$ cat config.mk
export PLATFORM = sky130hd
export DESIGN_NAME = led_blinker_multi
export DESIGN_NICKNAME = d
export VERILOG_FILES = /design/src/rtl/led_blinker_multi.sv
export SDC_FILE = /design/constraint.sdc
export NUM_CORES = 1
export LEC_CHECK = 0
export CAP_MARGIN = 20
export CORE_MARGIN = 1.5
export CORE_UTILIZATION = 55
export CTS_BUF_LIST = sky130_fd_sc_hd__clkbuf_16
export CTS_CLUSTER_SIZE = 24
export DETAILED_ROUTE_END_ITERATION = 12
export HOLD_SLACK_MARGIN = 0.08
export PLACE_DENSITY = 0.74
export SYNTH_ARGS = -nofsm -noshare
export SYNTH_HDL_FRONTEND = slang
export SYNTH_SLANG_ARGS = --single-unit
export TNS_END_PERCENT = 100
$ cat constraint.sdc
create_clock -name i_clock -period 6.7 [get_ports i_clock]
set_input_delay 1.34 -clock i_clock [delete_from_list [all_inputs] [get_ports i_clock]]
set_output_delay 1.34 -clock i_clock [all_outputs]
set_load 0.1 [all_outputs]
$ cat src/rtl/led_blinker_multi.sv
// Multi-channel LED blinker: each channel has its own enable, 4-way rate and duty.
// Periods and duty thresholds come from elaboration-time constants, so no runtime divider is needed.
module led_blinker_multi #(
    parameter int CLK_HZ   = 25000000,
    parameter int NUM_CH   = 4,
    parameter int RATE0_HZ = 100,
    parameter int RATE1_HZ = 50,
    parameter int RATE2_HZ = 10,
    parameter int RATE3_HZ = 1,
    parameter int DUTY_W   = 4
) (
    input  logic                     i_clock,
    input  logic                     i_reset,
    input  logic [NUM_CH-1:0]        i_enable,
    input  logic [2*NUM_CH-1:0]      i_rate_sel,
    input  logic [DUTY_W*NUM_CH-1:0] i_duty,
    input  logic                     i_sync,
    output logic [NUM_CH-1:0]        o_led_drive,
    output logic [NUM_CH-1:0]        o_wrap
);

    localparam int P0     = CLK_HZ / RATE0_HZ;
    localparam int P1     = CLK_HZ / RATE1_HZ;
    localparam int P2     = CLK_HZ / RATE2_HZ;
    localparam int P3     = CLK_HZ / RATE3_HZ;
    localparam int P01    = (P0 > P1) ? P0 : P1;
    localparam int P23    = (P2 > P3) ? P2 : P3;
    localparam int PMAX   = (P01 > P23) ? P01 : P23;
    localparam int CNT_W  = $clog2(PMAX);
    localparam int PROD_W = CNT_W + DUTY_W;
    localparam logic [CNT_W-1:0] CNT_ONE = CNT_W'(1);

    if (NUM_CH < 1 || NUM_CH > 16) begin : g_bad_num_ch
        $error("led_blinker_multi: NUM_CH must be within 1..16");
    end
    if ((CLK_HZ % RATE0_HZ) != 0 || (CLK_HZ % RATE1_HZ) != 0 ||
        (CLK_HZ % RATE2_HZ) != 0 || (CLK_HZ % RATE3_HZ) != 0) begin : g_bad_rate_div
        $error("led_blinker_multi: every rate must divide CLK_HZ exactly");
    end
    if (P0 < 2 || P1 < 2 || P2 < 2 || P3 < 2) begin : g_bad_period
        $error("led_blinker_multi: every period must be at least 2 cycles");
    end

    function automatic logic [CNT_W-1:0] period_last(input logic [1:0] r);
        case (r)
            2'd0:    return CNT_W'(P0 - 1);
            2'd1:    return CNT_W'(P1 - 1);
            2'd2:    return CNT_W'(P2 - 1);
            default: return CNT_W'(P3 - 1);
        endcase
    endfunction

    // On-time threshold (P_r * d) >> DUTY_W as a mux of constant-by-duty products.
    function automatic logic [CNT_W-1:0] thresh(input logic [1:0] r, input logic [DUTY_W-1:0] d);
        logic [PROD_W-1:0] prod;
        case (r)
            2'd0:    prod = PROD_W'(P0) * PROD_W'(d);
            2'd1:    prod = PROD_W'(P1) * PROD_W'(d);
            2'd2:    prod = PROD_W'(P2) * PROD_W'(d);
            default: prod = PROD_W'(P3) * PROD_W'(d);
        endcase
        return CNT_W'(prod >> DUTY_W);
    endfunction

    logic [NUM_CH-1:0][CNT_W-1:0]  cnt;
    logic [NUM_CH-1:0][1:0]        r_q;
    logic [NUM_CH-1:0][DUTY_W-1:0] d_q;
    logic [NUM_CH-1:0]             fresh;

    // fresh marks a channel that must take a period start on its next enabled edge.
    always_ff @(posedge i_clock or posedge i_reset) begin
        if (i_reset) begin
            cnt         <= '0;
            r_q         <= '0;
            d_q         <= '0;
            fresh       <= '1;
            o_led_drive <= '0;
            o_wrap      <= '0;
        end else begin
            for (int c = 0; c < NUM_CH; c++) begin
                if (!i_enable[c]) begin
                    cnt[c]         <= '0;
                    r_q[c]         <= i_rate_sel[2*c +: 2];
                    d_q[c]         <= i_duty[DUTY_W*c +: DUTY_W];
                    fresh[c]       <= 1'b1;
                    o_led_drive[c] <= 1'b0;
                    o_wrap[c]      <= 1'b0;
                end else if (fresh[c] || i_sync || cnt[c] == period_last(r_q[c])) begin
                    cnt[c]         <= '0;
                    r_q[c]         <= i_rate_sel[2*c +: 2];
                    d_q[c]         <= i_duty[DUTY_W*c +: DUTY_W];
                    fresh[c]       <= 1'b0;
                    o_led_drive[c] <= thresh(i_rate_sel[2*c +: 2], i_duty[DUTY_W*c +: DUTY_W]) != '0;
                    o_wrap[c]      <= 1'b1;
                end else begin
                    cnt[c]         <= cnt[c] + CNT_ONE;
                    o_led_drive[c] <= (cnt[c] + CNT_ONE) < thresh(r_q[c], d_q[c]);
                    o_wrap[c]      <= 1'b0;
                end
            end
        end
    end

endmodule
==> results.yml <==
finish:
  layout-drive-gt1-share: 0.04838
  final_nets: 3700
  area_delta_synth_final_pct: 5.680
  instances_no_fill: 3743
yosys:
  ys_ff_latch: 136
  ys_top_cells_by_area: "ha_1 (22%), dfrtp_1 (13%), fa_1 (6.9%)"
  synth_top_cell_area_share: 0.2204
  syn-instance-count: 3154
  ys_top_cells_by_count: "ha_1 (452), nand2_1 (256), inv_1 (211), o21ai_0 (203), nor2_1 (186)"
  yosysSeqAreaShare: 0.1328
  async_reset_ff_frac: 1.000
  yosysMostFrequentCell: "ha_1"
  synth_edf_count: 0
  avgSynthCellArea_sq_um: 8.136
  synth.distinct_cells: 105
  syn_nets: 3725
  yosys_warnings: 0
  synth_area_sq_um: 25660
  yosys.area.top_type: "ha_1"
  ys.flop_type: "dfrtp_1"
sta:
  worst_pin_slew_ns: 0.9867
  hold_slack_ns: 0.4968
  clock_skew_ns: 0.006447
  setup_tns_ns: 0
  maxSlewHeadroom: 0.3401
  rsz0062_at_grt: "no"
  hold_violations: 0
  fin_ws_ns: 1.001
  slew_violations: 0
  fin_crit_ns: 5.699
  setup-violations-final: 0
  fmax_mhz: 175.5
  period_share: 0.8505
place:
  post-place-ws_ns: 0.8787
  numPlacedInstances: 3710
  place.gp.congestion: 0.9549
  dp_hpwl_microns: 54060
  io_buffer_count: 38
cts:
  ctsResizeCount: 0
  clock_latency_ns: 0.44
  cts_num_sinks: 136
  cts_tree: "yes"
  ctsRootBufferMaster: "clkbuf_16"
  cts_hold_buf: 0
  cts_buffers: 17
  cts_setup_buffers: 0
  cts.clk_slew.worst_paths_ns: 0.07
  htree_levels: 4
  clockBufferDepth: 2
setup_path:
  critPathLaunchType: "register"
  crit_start: "d_q[1]"
  rr_worst_depth: 21
  arrival_ns: 6.03
  timing.rr.start: "d_q[1]"
  end_kind: "register"
  ff2ff_setup_slack_ns: 1.00
  path_class: "reg -> reg"
  crit_required_ns: 7.03
  worstPathMaxFanout: 13
  reg2reg_to: "o_led_drive[0]"
routing:
  drc: 0
  wl_microns: 68880
  routedWlPerCell_microns: 18.40
  postRouteAntennaNets: 0
  first_pass_iters: 6
  vias: 23750
  drt_iter0_drc: 1974
  vias_per_cell: 6.345
worst_hold_path:
  min_to: "cnt[0]"
  min_path_type: "reg -> reg"
  holdCritStartpoint: "cnt[0]"
  hold_path_depth: 1
global_routing:
  grt_use_total: 0.2875
  grt_overflow_total: 0
  grt_pass1_wl_microns: 114300
  grt_pass1_vias: 23640
  grt_max_degree: 90
  grt_antenna_before_repair: 1
floorplan:
  die_area_sq_um: 47960
  die_w_microns: 219
  rows: 78
  pin_count: 39
  start_util: 0.5618
  die_h_microns: 219
  core_area_sq_um: 45670
run:
  drv_cap: 0
status:
  status: "finished clean"
power_and_ir_drop:
  power_mw: 5.453
  peakVddDrop_uv: 144.0
  powerDensity_nw_per_um2: 201.1
  p_leak_nw: 12.71
## sequential cells by signal, summed over array words and instances, names as in the netlist
signal,cells
cnt,100
d_q,16
o_wrap,4
o_led_drive,4
fresh,4
r_q,8
## worst max-delay path by stage
| stage | end | cells after the start |
|---|---|---|
| 5_1_grt | o_led_drive[0] | 23 |
| 3_3_place_gp | o_led_drive[0] | 16 |
| 2_1_floorplan | o_led_drive[1] | 24 |
| 6_report | o_led_drive[0] | 21 |
| 3_5_place_dp | o_led_drive[1] | 14 |
| 4_1_cts | o_led_drive[0] | 21 |
## critical path, cell delays in order (launching register included)
cell and delay, ns:
dfrtp_1 0.70, fa_1 0.60, xor2_1 0.21, ha_1 0.18, a21o_1 0.18, ha_1 0.37
nor2b_1 0.16, o21ai_1 0.16, a21oi_1 0.12, o41ai_1 0.36, o21ai_0 0.23, o41ai_2 0.37
o21ai_0 0.18, xnor2_1 0.23, nand2_1 0.08, ha_1 0.30, nand4_1 0.08, or2_2 0.32
a221oi_1 0.24, nor2_1 0.06, nor4b_1 0.16, a211o_1 0.28
## cell usage in the layout (no fill, tap or decap), types with 21 or more instances in the layout
| cell | count |
|---|---|
| fa_1 | 88 |
| and3_1 | 73 |
| or2_2 | 29 |
| nor4_1 | 24 |
| o21a_1 | 24 |
| a221oi_1 | 25 |
| a31oi_1 | 29 |
| buf_4 | 29 |
| a222oi_1 | 22 |
| nand2b_1 | 32 |
| o21ai_0 | 203 |
| clkdlybuf4s50_1 | 38 |
| ha_1 | 452 |
| dfrtp_1 | 132 |
| nor2b_1 | 103 |
| a211oi_1 | 21 |
| nand3_1 | 108 |
| nand4_1 | 38 |
| inv_1 | 210 |
| a21o_1 | 58 |
| nor3_1 | 77 |
| xor2_1 | 138 |
| xnor2_1 | 156 |
| a21oi_1 | 181 |
| nand2_1 | 256 |
| nor2_1 | 186 |
## per-layer routing
| layer | wire length [microns] | up-vias | global-route usage |
|---|---|---|---|
| met2 | 33800 | 812 | 0.5091 |
| met4 | 2262 | 0 | 0.1050 |
| met5 | 0 | - | 0 |
| li1 | - | 11390 | - |
| met1 | 29390 | 11380 | 0.3604 |
| met3 | 3430 | 165 | 0.02897 |
## cell type report
| cell class | count | area (sq um) |
|---|---|---|
| Multi-Input combinational cell | 2693 | 20970 |
| Fill cell | 4020 | 18560 |
| Sequential cell | 136 | 3408 |
| Inverter | 213 | 804.5 |
| Tap cell | 600 | 750.7 |
| Timing Repair Buffer | 68 | 609.3 |
| Clock buffer | 17 | 425.4 |
| Clock inverter | 15 | 152.6 |
| Antenna cell | 1 | 2.502 |
## metrics by stage
step / area [sq um] / util
2_1_floorplan: 25660 / -
3_3_place_gp: 26530 / 0.5808
3_5_place_dp: 26540 / 0.5810
4_1_cts: 27120 / 0.5937
5_1_grt: 27120 / 0.5937
6_report: 27120 / 0.5937
## cells by family after synthesis
family,share of synthesized area
muxes,0.01316
adders and majority gates,0.2890
buffers and inverters,0.05037
AOI/OAI and AO/OA,0.2083
and+or+nand+nor,0.2060
xor gates and xnor gates,0.1003
DFF,0.1328
## power breakdown
part / internal [mW] / leakage (nW) / switching, mW
clock: 0.496 / 0.287 / 0.443
sequential: 0.838 / 1.81 / 0.0384
combinational: 1.47 / 10.6 / 2.17
total: 2.80 / 12.7 / 2.65
No activity file was read; power rests on OpenSTA's default activity.
